[config.mk]
export PLATFORM = sky130hd
export DESIGN_NAME = ifetch_ctrl
export DESIGN_NICKNAME = d
export VERILOG_FILES = /design/src/rtl/ifetch_ctrl.sv
export SDC_FILE = /design/constraint.sdc
export NUM_CORES = 1
export LEC_CHECK = 0
export ABC_AREA = 1
export BUFFER_PORTS_ARGS = -buffer_cell sky130_fd_sc_hd__buf_4
export CORE_MARGIN = 3
export CORE_UTILIZATION = 55
export CTS_CLUSTER_DIAMETER = 30
export DETAILED_ROUTE_END_ITERATION = 10
export HOLD_SLACK_MARGIN = 0.1
export MAX_ROUTING_LAYER = met4
export PLACE_DENSITY_LB_ADDON = 0.25
export SLEW_MARGIN = 25
export SYNTH_ARGS = -nofsm -noshare
export SYNTH_HDL_FRONTEND = slang
export SYNTH_SLANG_ARGS = --single-unit
[constraint.sdc]
create_clock -name clk_i -period 4.2 [get_ports clk_i]
set_input_delay 0.42 -clock clk_i [delete_from_list [all_inputs] [get_ports clk_i]]
set_output_delay 0.42 -clock clk_i [all_outputs]
set_load 0.005 [all_outputs]
[src/rtl/ifetch_ctrl.sv]
`default_nettype none
// ============================================================================
// Module  : ifetch_ctrl
// Brief   : Instruction fetch controller with a one-deep output register,
//           decode back-pressure, redirect handling and halt-word detection.
// Revision: 1.0 - initial release
// ============================================================================
module ifetch_ctrl #(
    parameter logic [5:0]  RESET_PC  = 6'd0,
    parameter logic [31:0] HALT_INST = 32'h0000_0000
) (
    input  logic        clk_i,
    input  logic        rst_ni,
    input  logic        start_i,
    input  logic        redirect_i,
    input  logic [5:0]  redirect_addr_i,
    output logic [5:0]  rdaddr_o,
    input  logic [31:0] inst_i,
    output logic [31:0] inst_o,
    output logic [5:0]  pc_o,
    output logic        inst_valid_o,
    input  logic        inst_ready_i,
    output logic        halted_o,
    output logic [15:0] fetch_cnt_o
);

    typedef enum logic [1:0] {
        ST_IDLE = 2'd0,
        ST_RUN  = 2'd1,
        ST_HALT = 2'd2
    } state_t;

    localparam logic [15:0] c_CNT_MAX = 16'hFFFF;

    state_t      r_state;
    state_t      w_state_nxt;
    logic [5:0]  r_fpc;
    logic [5:0]  w_fpc_nxt;
    logic [31:0] r_inst;
    logic [31:0] w_inst_nxt;
    logic [5:0]  r_pc;
    logic [5:0]  w_pc_nxt;
    logic        r_valid;
    logic        w_valid_nxt;
    logic [15:0] r_cnt;
    logic [15:0] w_cnt_nxt;

    logic        w_accept;
    logic        w_can_load;
    logic        w_halt_word;

    assign w_accept    = r_valid && inst_ready_i;
    assign w_can_load  = !r_valid || inst_ready_i;
    assign w_halt_word = (inst_i == HALT_INST);

    always_ff @(posedge clk_i or negedge rst_ni) begin
        if (!rst_ni) begin
            r_state <= ST_IDLE;
        end else begin
            r_state <= w_state_nxt;
        end
    end

    // Redirect outranks start, which outranks halt detection and normal loads.
    always_comb begin
        w_state_nxt = r_state;
        w_fpc_nxt   = r_fpc;
        w_inst_nxt  = r_inst;
        w_pc_nxt    = r_pc;
        w_valid_nxt = r_valid;

        case (r_state)
            ST_IDLE: begin
                w_valid_nxt = 1'b0;
                if (start_i) begin
                    w_state_nxt = ST_RUN;
                    w_fpc_nxt   = RESET_PC;
                end
            end

            ST_RUN: begin
                if (redirect_i) begin
                    w_fpc_nxt   = redirect_addr_i;
                    w_valid_nxt = 1'b0;
                end else if (w_can_load) begin
                    w_inst_nxt  = inst_i;
                    w_pc_nxt    = r_fpc;
                    w_valid_nxt = 1'b1;
                    if (w_halt_word) begin
                        w_state_nxt = ST_HALT;
                    end else begin
                        w_fpc_nxt = r_fpc + 6'd1;
                    end
                end
            end

            ST_HALT: begin
                if (redirect_i) begin
                    w_state_nxt = ST_RUN;
                    w_fpc_nxt   = redirect_addr_i;
                    w_valid_nxt = 1'b0;
                end else if (start_i) begin
                    w_state_nxt = ST_RUN;
                    w_fpc_nxt   = RESET_PC;
                    w_valid_nxt = 1'b0;
                end else if (w_accept) begin
                    // The halt word drains once decode takes it; nothing follows.
                    w_valid_nxt = 1'b0;
                end
            end

            default: begin
                w_state_nxt = ST_IDLE;
                w_fpc_nxt   = RESET_PC;
                w_valid_nxt = 1'b0;
            end
        endcase
    end

    // Delivery count is independent of any flush happening on the same edge.
    always_comb begin
        w_cnt_nxt = r_cnt;
        if (w_accept && (r_cnt != c_CNT_MAX)) begin
            w_cnt_nxt = r_cnt + 16'd1;
        end
    end

    always_ff @(posedge clk_i or negedge rst_ni) begin
        if (!rst_ni) begin
            r_fpc   <= RESET_PC;
            r_inst  <= 32'd0;
            r_pc    <= 6'd0;
            r_valid <= 1'b0;
            r_cnt   <= 16'd0;
        end else begin
            r_fpc   <= w_fpc_nxt;
            r_inst  <= w_inst_nxt;
            r_pc    <= w_pc_nxt;
            r_valid <= w_valid_nxt;
            r_cnt   <= w_cnt_nxt;
        end
    end

    assign rdaddr_o     = r_fpc;
    assign inst_o       = r_inst;
    assign pc_o         = r_pc;
    assign inst_valid_o = r_valid;
    assign halted_o     = (r_state == ST_HALT);
    assign fetch_cnt_o  = r_cnt;

endmodule
`default_nettype wire
==> run summary, run 1 <==
Status - finished clean
Setup bufs post-CTS - 0
Highest clock rate - 516 MHz
EDFF count, synth - 0
Share of layout cells above drive strength 1 - 34.6%
Simple logic cell fraction of the synthesized area - 23.2%
Drt wl/cell - 15.3 um
Synth warn - 0
N_diodes - 0
CP arrival - 2.16 ns
Max stage delay on crit path - 0.51 ns
CP endpoint kind - flop
Antenna violations before repair - 0
DR vias - 2883
P per Cell Area - 688 mW/mm^2
Worst-path clk slew - 0.08 ns
Die W - 83.5 um
Clk_skew - 0.00894 ns
DRC viols - 0
Multiplexer area fraction after synthesis - 13.5%
Most used flip-flop cell after synthesis - dfrtp_1
Synth Area in Adders - 0.757%
Min cycle time layout - 1.94 ns
R2R setup slack - 2.26 ns
Core ar. - 0.00568 mm^2
Yosys reg bits - 63
Most common cell in the netlist - nand2_1
Post-synthesis sequential area ratio - 47.7%
Routed Antenna Nets - 0
Peak supply drop - 394 uV
FF+latch area - 0.00158 mm^2
Post-synth top area share - 47.7%
R2r startpoint - r_state[1]
Drt first pass iters - 4
Starting Density - 58.2%
Standard-cell rows - 27
Initial DRC Count - 214
Post-Syn Instances - 364
CTS tree - built
Worst-Skew Late Latency - 0.34 ns
Cts repair resizes - 0
Routability cong. - 0.898
Buf/Inv on CP - 2
Sum Neg Setup Slack - 0 ns
Fraction of registers with async set/reset - 100%
Critical path class - reg -> reg
Die area - 0.00697 mm^2
Slew Limit Fails - 0
Reg2reg path depth - 5
Synth top cells by count - nand2_1, dfrtp_1, nor2_1
Worst-Margin Slew - 0.793 ns
Critical Path Slowest Stage Cell - nand3_4
Synthesized area - 0.00330 mm^2
Area Growth Syn to Fin - 31.9%
I/O pin cnt - 105
Mapped Nets - 409
Avg Cell Area, Syn - 9.08 um^2
Final nets - 517
Number of global-route vias before repair - 2888
Main combinational cell family by area after synthesis - simple AND/OR/NAND/NOR gates
Top post-synthesis cells by area - dfrtp_1, mux2_4, nand2_1
Crit share post-route - 46.2%
Final HPWL DP - 6120 um
Root Buffer - clkbuf_8
RSZ-0062 raised after global routing - no
Synth cell types - 28
Startpoint Class - flop
Clock sink count - 63
Endpoints failing hold - 0
Compound-gate portion of the synthesized area - 5.98%
IO Port Bufs - 104
CP max FO - 45
# hold bufs at CTS - 0
Hold_ws - 0.156 ns
Die height - 83.5 um
Area of the multi-input gates - 0.00154 mm^2
Final setup fails - 0
Critical path cell sequence - inv_2 > nand2_4 > inv_4 > nand3_4 > mux2_4
Synth Area in XOR/XNOR - 3.18%
Fillers - 404
Total track usage - 25.5%
Yosys top cell by area - dfrtp_1
H-tree depth - 3
First-pass GRT wire length - 13800 um
Crit Reg-Reg Endpoint - inst_o[27]
Routed WL - 8430 um
Slew margin rel. - 47.1%
Grt ovf - 0
Drt via density - 5.25
Hold WC Path Type - in -> async
Crit path max-delay family - simple AND/OR/NAND/NOR gates
Req. time, crit path - 4.42 ns
Leakage power - 2.25 nW
Largest net degree at the start of global routing - 64
Max clock buf depth - 2
Total CTS buffers - 9
Max Cap Viol - 0
==> placed cells by master, fill, tap and decap left out, drive strengths merged <==
cell type / netlist / routed
a31oi: 1 / 1
clkbuf: 1 / 9
xnor2: 2 / 2
xor2: 10 / 10
o211ai: 3 / 3
nor2: 40 / 40
nand4: 4 / 4
clkinvlp: 0 / 3
ha: 2 / 2
a21oi: 4 / 4
nand2: 101 / 101
bufinv: 0 / 3
mux2: 31 / 31
dfrtp: 63 / 63
nor3: 7 / 7
nand3: 27 / 27
o21ai: 26 / 26
clkinv: 1 / 2
or2: 3 / 3
buf: 6 / 104
inv: 32 / 32
==> state kept, by name, indices dropped and copies added (netlist names) <==
signal / cells
pc_o: 6
r_state: 2
inst_o: 32
rdaddr_o: 6
fetch_cnt_o: 16
inst_valid_o: 1
==> worst max path at each step <==
stage,from,endpoint,slack [ns],cells after the start
floorplan,fetch_cnt_o[0],fetch_cnt_o[5],2.73,11
global placement,redirect_i,inst_o[19],2.15,4
detailed placement,redirect_i,inst_o[5],2.10,4
CTS,r_state[1],inst_o[5],2.27,5
global route,fetch_cnt_o[1],fetch_cnt_o[3],2.04,10
finish,r_state[1],inst_o[27],2.26,5
==> cells by family after synthesis <==
kind of cell               after synthesis
xor gates and xnor gates                12
buffers and inverters                   40
and+or+nand+nor                        182
DFF                                     63
adders and majority gates                2
muxes                                   31
AOI/OAI and AO/OA                       34
==> per-layer routing <==
metal	track usage [%]	part of all wire, %
met4	9.65	2.0
met2	41.0	51
met3	6.81	5.7
met1	31.0	42
met5	-	0
==> area by class of cell <==
class / count / share of cell area (%)
clock buffer: 9 / 2.84
clock inverter: 7 / 2.78
inverter: 33 / 2.90
multi-input combinational: 261 / 35.3
sequential: 63 / 36.2
tap: 72 / 2.07
timing repair buffer: 104 / 17.9
==> report_power, final <==
part	switching (mW)	total [mW]	leakage (nW)	internal (mW)
combinational	0.521	1.23	1.36	0.711
sequential	0.248	1.12	0.784	0.873
clock	0.250	0.645	0.112	0.395
total	1.02	3.00	2.25	1.98
==> metrics by stage <==
| stage | area, um^2 | setup WS [ns] | util [%] | power (mW) | instances |
|---|---|---|---|---|---|
| 2_1_floorplan | 3300 | 2.73 | - | 1.76 | 364 |
| 3_3_place_gp | 4110 | 2.15 | 72.5 | 2.29 | 533 |
| 3_5_place_dp | 4110 | 2.10 | 72.5 | 2.35 | 533 |
| 4_1_cts | 4360 | 2.27 | 76.8 | 3.01 | 549 |
| 5_1_grt | 4360 | 2.04 | 76.8 | 3.20 | 549 |
| 6_report | 4360 | 2.26 | 76.8 | 3.00 | 549 |
Power figures use the tool's default switching activity.
==> run 2: changes to the inputs <==
- CORE_UTILIZATION: 55 -> 46
- clock period: 4.2 -> 1.7 ns (I/O delays scaled with it)
==> run 2 against run 1 <==
  * Combinational power grew to 2.6 times the previous value
  * Global-route usage is 3.1 points lower
  * Die area is 18% higher
  * Via count is 4.2% higher
  * Fmax is 26% higher
  * Non-clock buffer count is 41 higher
  * First-iteration DRC count is 11% lower
  * Core utilization is 7.5 points lower
  * Flip-flop and latch count stayed put
  * Register-to-register slack worse by 2.1 ns
  * Design area is 9.2% higher
  * Critical path type unchanged
==> run summary, run 2 (synthesis gave the netlist of run 1 again) <==
Status - finished clean
Worst-path clk slew - 0.08 ns (about the same)
IO Port Bufs - 104 (unchanged)
Max Cap Viol - 0 (unchanged)
Starting Density - 48.1% (-10 points)
Number of global-route vias before repair - 2949 (+2.1%)
Fillers - 547 (+35%)
Met3 wire length - 524 um (+9.6%)
Slew margin rel. - 68.1% (+21 points)
Root Buffer - clkbuf_8
Clk_skew - 0.00946 ns (+0.000516 ns)
Crit path max-delay family - flip-flops
CP endpoint kind - flop
Most frequent cells in the layout - buf_4, nand2_1, dfrtp_1
CP startpoint - fetch_cnt_o[0]
Drt wl/cell - 13.8 um (-9.8%)
I/O pin cnt - 105 (unchanged)
Critical path class - reg -> reg
Die W - 90.8 um (+8.7%)
Clock sink count - 63 (unchanged)
Leakage power - 2.42 nW (+7.5%)
Req. time, crit path - 1.91 ns (-2.51 ns)
Area Growth Syn to Fin - 44.0%
Met2 wire len - 4160 um (-2.3%)
H-tree depth - 3 (unchanged)
Die height - 90.8 um (+8.7%)
Highest clock rate - 648 MHz (+26%)
Largest register FFs - 32 (unchanged)
Worst path depth - 9 (+4)
Share of layout cells above drive strength 1 - 34.4% (-0.23 points)
P per Cell Area - 1500 mW/mm^2 (+120%)
Hold WC Path Type - in -> reg
Drt via density - 4.89 (-6.8%)
Crit path top cell by count - nor2_1
CTS tree - built
Largest net degree at the start of global routing - 35 (-45%)
Sum Neg Setup Slack - 0 ns (unchanged)
CP arrival - 1.75 ns (-0.41 ns)
R2R setup slack - 0.16 ns (-2.10 ns)
Setup ws final - 0.157 ns (-2.10 ns)
Startpoint Class - flop
Critical Path Slowest Stage Cell - dfrtp_2
Post-DP Area - 0.00426 mm^2 (+3.5%)
Routability cong. - 0.909 (+1.3%)
Placement Setup Slack - 0.0336 ns (-2.07 ns)
R2r startpoint - fetch_cnt_o[0]
Worst-Skew Late Latency - 0.34 ns (about the same)
RSZ-0062 raised after global routing - no
Reg2reg path depth - 9 (+4)
Min cycle time layout - 1.54 ns (-0.396 ns)
Core ar. - 0.00687 mm^2 (+21%)
Peak supply drop - 929 uV (+140%)
Worst setup path endpoint - fetch_cnt_o[15]
Routed WL - 8500 um (+0.90%)
Crit Reg-Reg Endpoint - fetch_cnt_o[15]
Buf/Inv on CP - 2 (unchanged)
Die area - 0.00824 mm^2 (+18%)
Final instance area - 0.00476 mm^2 (+9.2%)
Non-filler instance count after layout - 614 (+12%)
CP max FO - 18 (-60%)
Crit share post-route - 90.8% (+45 points)
Final setup fails - 0 (unchanged)
Standard-cell rows - 30 (+11%)
Placed cell count - 567 (+6.4%)
Initial DRC Count - 191 (-11%)
First-pass GRT wire length - 14400 um (+4.3%)
Worst-Margin Slew - 0.476 ns (-0.317 ns)
Most common cell after layout, fill and taps aside - buf_4
Slew Limit Fails - 0 (unchanged)
Top Metal Used - met4
Grt ovf - 0 (unchanged)
Max stage delay on crit path - 0.45 ns (-0.06 ns)
N_diodes - 0 (unchanged)
Total CTS buffers - 9 (unchanged)
DRC viols - 0 (unchanged)
Critical path cell sequence - ha_4 > inv_1 > nor2_1 > nand3_1 > nor2_1 > nand2_1 > nand2_2 > inv_2 > o21ai_0
Routed Antenna Nets - 0 (unchanged)
Endpoints failing hold - 0 (unchanged)
Total track usage - 22.4% (-3.1 points)
Antenna violations before repair - 0 (unchanged)
M1 wire length - 3720 um (+5.7%)
Final HPWL DP - 6070 um (-0.81%)
Max clock buf depth - 2 (unchanged)
Drt first pass iters - 5 (+1)
Final nets - 558 (+7.9%)
DR vias - 3004 (+4.2%)
[run 2: changes by cell type in the layout (fill, tap and decap cells not counted), sizes merged]
cell         change
bufinv           -3
dlygate4sd3     +31
buf             +10
inv              +4
clkinv           +1
clkinvlp         -2
[run 2: cell type report]
class,count,area (um^2),area share (%)
Timing Repair Buffer,145,1200,25.3
Sequential cell,63,1580,33.2
Clock inverter,7,52.6,1.10
Clock buffer,9,124,2.60
Multi-Input combinational cell,261,1550,32.6
Inverter,33,126,2.66
Tap cell,96,120,2.52
[run 2: stage by stage]
stage,total power [mW],hold slack (ns),util [%]
finish,7.16,0.127,69.3
CTS,7.17,0.118,69.1
global placement,5.82,0.121,62.0
global route,7.68,0.135,69.3
detailed placement,5.90,0.121,62.0
floorplan,4.34,-0.126,-
[run 2: routing by layer]
layer  global-route usage [%]  vias to the layer above
met5                        -                        -
met4                     4.97                        0
met3                     5.25                       12
met2                     36.6                      114
met1                     28.5                     1395
li1                         -                     1483
[run 2: how the worst min path moves through the flow]
stage,slack [ns],start,end,depth (start not counted)
2_1_floorplan,-0.13,rst_ni,fetch_cnt_o[0],0
3_3_place_gp,0.12,rst_ni,inst_o[21],1
3_5_place_dp,0.12,rst_ni,inst_o[20],1
4_1_cts,0.12,inst_i[10],inst_o[10],3
5_1_grt,0.14,inst_i[10],inst_o[10],3
6_report,0.13,inst_i[10],inst_o[10],3
[run 2: tightest hold or removal path, stage by stage]
cell	delay, ns
buf_4	0.11
inv_1	0.06
o21ai_0	0.08
[run 2: timing repair]
| item | CTS | global route |
|---|---|---|
| endpoints found under the hold margin | 62 | 0 |
| gates resized for setup | 0 | 4 |
| hold buffers | 31 | 0 |
| setup buffers | 0 | 0 |
| endpoints found under the setup margin | 0 | 15 |
[run 2: power by group]
part / switching (mW) / internal [mW]
logic: 1.32 / 1.91
registers: 0.582 / 2.16
clock network: 0.638 / 0.544
==> run 3: changes to the inputs <==
- CORE_MARGIN: 3 -> 1.5
==> run 3 against run 2 <==
  * Critical path depth decreased by 1
  * Setup slack worse by 0.014 ns
  * Global-route usage rose by 1.8 points
  * Non-clock buffer count down 1
  * Critical endpoint unchanged
  * Largest power group unchanged
==> run summary, run 3 (synthesis gave the netlist of run 1 again) <==
CP endpoint kind - flop
Status - finished clean
Hold WC Path Type - in -> reg
IO Port Bufs - 104 (unchanged)
Worst-Skew Late Latency - 0.33 ns (about the same)
Area Growth Syn to Fin - 44.1% (about the same)
Final HPWL DP - 5950 um (-2.0%)
M1 wire length - 3660 um (-1.6%)
CP max FO - 4 (-14)
Met2 wire len - 4030 um (-3.0%)
Crit path top cell by count - nand2_1
Buf/Inv on CP - 1 (-1)
Leakage power - 2.43 nW (+0.26%)
Non-filler instance count after layout - 613 (-0.16%)
Standard-cell rows - 30 (unchanged)
Share of layout cells above drive strength 1 - 34.0% (-0.32 points)
Clock sink count - 63 (unchanged)
H-tree depth - 3 (unchanged)
Routed WL - 8410 um (-1.1%)
DRC viols - 0 (unchanged)
Core ar. - 0.00687 mm^2 (unchanged)
Crit path max-delay family - simple AND/OR/NAND/NOR gates
Worst-path clk slew - 0.07 ns (about the same)
Drt first pass iters - 4 (-1)
Highest clock rate - 642 MHz (-0.93%)
Placed cell count - 563 (-0.71%)
Max Cap Viol - 0 (unchanged)
Critical Path Slowest Stage Cell - dfrtp_1
Drt via density - 4.90 (+0.16%)
Drt wl/cell - 13.7 um (-0.91%)
Grt ovf - 0 (unchanged)
Starting Density - 48.1% (unchanged)
Routed Antenna Nets - 0 (unchanged)
Met3 wire length - 523 um (-0.19%)
Root Buffer - clkbuf_8
Startpoint Class - flop
Number of global-route vias before repair - 2996 (+1.6%)
Critical path cell sequence - buf_4 > nand3_1 > nor3_1 > nand3_1 > nand2_1 > nand2_1 > nand2_1 > o21ai_0
Critical path class - reg -> reg
Total CTS buffers - 9 (unchanged)
DR vias - 3004 (unchanged)
Fillers - 552 (+0.91%)
Req. time, crit path - 1.91 ns (about the same)
N_diodes - 0 (unchanged)
First-pass GRT wire length - 14000 um (-2.9%)
Routability cong. - 0.911 (+0.20%)
CP arrival - 1.77 ns (+0.02 ns)
Largest net degree at the start of global routing - 34 (-2.9%)
Die height - 87.8 um (-3.3%)
P per Cell Area - 1530 mW/mm^2 (+1.8%)
Peak supply drop - 883 uV (-4.9%)
CTS tree - built
FF+latch area - 0.00158 mm^2 (-0.16%)
Endpoints failing hold - 0 (unchanged)
Antenna violations before repair - 0 (unchanged)
Most frequent cells in the layout - buf_4, nand2_1, dfrtp_1
Total track usage - 24.2% (+1.8 points)
Clk_skew - 0.00876 ns (-0.000700 ns)
Initial DRC Count - 137 (-28%)
Die W - 87.8 um (-3.3%)
Top Metal Used - met4
Slew margin rel. - 70.2% (+2.1 points)
Most common cell after layout, fill and taps aside - buf_4
Slew Limit Fails - 0 (unchanged)
Setup ws final - 0.143 ns (-0.0144 ns)
Final setup fails - 0 (unchanged)
Placement Setup Slack - 0.135 ns (+0.101 ns)
Area of the multi-input gates - 0.00155 mm^2 (-0.48%)
Die area - 0.00770 mm^2 (-6.5%)
Largest register FFs - 32 (unchanged)
Post-DP Area - 0.00421 mm^2 (-1.0%)
Final instance area - 0.00476 mm^2 (about the same)
I/O pin cnt - 105 (unchanged)
Min cycle time layout - 1.56 ns (+0.0144 ns)
Max stage delay on crit path - 0.40 ns (-0.05 ns)
Worst-Margin Slew - 0.444 ns (-0.0319 ns)
Crit share post-route - 91.6% (+0.85 points)
Final nets - 557 (-0.18%)
Max clock buf depth - 2 (unchanged)
## run 3: changes by cell type in the layout (fill, tap and decap cells not counted), moves of 2 or more
cell	previous run	this run
inv_6	4	0
clkbuf_8	9	11
dfrtp_1	61	63
dfrtp_2	2	0
## run 3: final timing paths
path / to / cells past startpoint / startpoint / slack, ns
hold / removal: inst_o[11] / 3 / inst_i[11] / 0.13
setup reg to reg: fetch_cnt_o[15] / 8 / fetch_cnt_o[1] / 0.14
max in group asynchronous: fetch_cnt_o[12] / 3 / rst_ni / 0.88
setup / recovery: fetch_cnt_o[15] / 8 / fetch_cnt_o[1] / 0.14
min in group asynchronous: inst_o[17] / 2 / rst_ni / 0.30
hold reg to reg: pc_o[4] / 2 / pc_o[4] / 0.49
## run 3: timing repair
item,CTS,global route
buffers inserted,0,3
setup endpoints to repair,0,17
endpoints found under the hold margin,60,0
hold buffers,31,0
gates resized for setup,0,4
## run 3: cell type report
cell class / instances / share of cell area [%]
repair buffers: 144 / 24.9
inverters: 33 / 2.71
clock buffers: 11 / 3.18
flip-flops and latches: 63 / 33.1
clock inverters: 5 / 1.18
multi-input cells: 261 / 32.4
well taps: 96 / 2.52
## run 3: metal layers
metal	vias to the layer above	GRT usage, %
met5	-	-
met4	0	8.66
met3	17	5.66
met2	110	38.5
met1	1392	30.0
li1	1485	-
## run 3: metrics by stage
| stage | TNS [ns] | utilization (%) | power [mW] | hold WS, ns |
|---|---|---|---|---|
| 2_1_floorplan | 0 | - | 4.34 | -0.126 |
| 5_1_grt | -0.00143 | 69.3 | 7.81 | 0.112 |
| 6_report | 0 | 69.3 | 7.29 | 0.132 |
| 4_1_cts | 0 | 68.9 | 7.27 | 0.120 |
| 3_5_place_dp | 0 | 61.3 | 5.84 | 0.129 |
| 3_3_place_gp | 0 | 61.3 | 5.75 | 0.129 |
## run 3: report_power, final
group / switching [mW] / internal [mW]
Clock: 0.588 / 0.755
Combinational: 1.33 / 1.89
Sequential: 0.567 / 2.16
Total: 2.48 / 4.81
## run 3: worst register-to-register path: stages (launching register included)
cell and delay [ns]:
dfrtp_1 0.40, buf_4 0.13, nand3_1 0.15, nor3_1 0.39
nand3_1 0.12, nand2_1 0.08, nand2_1 0.05, nand2_1 0.05
o21ai_0 0.06
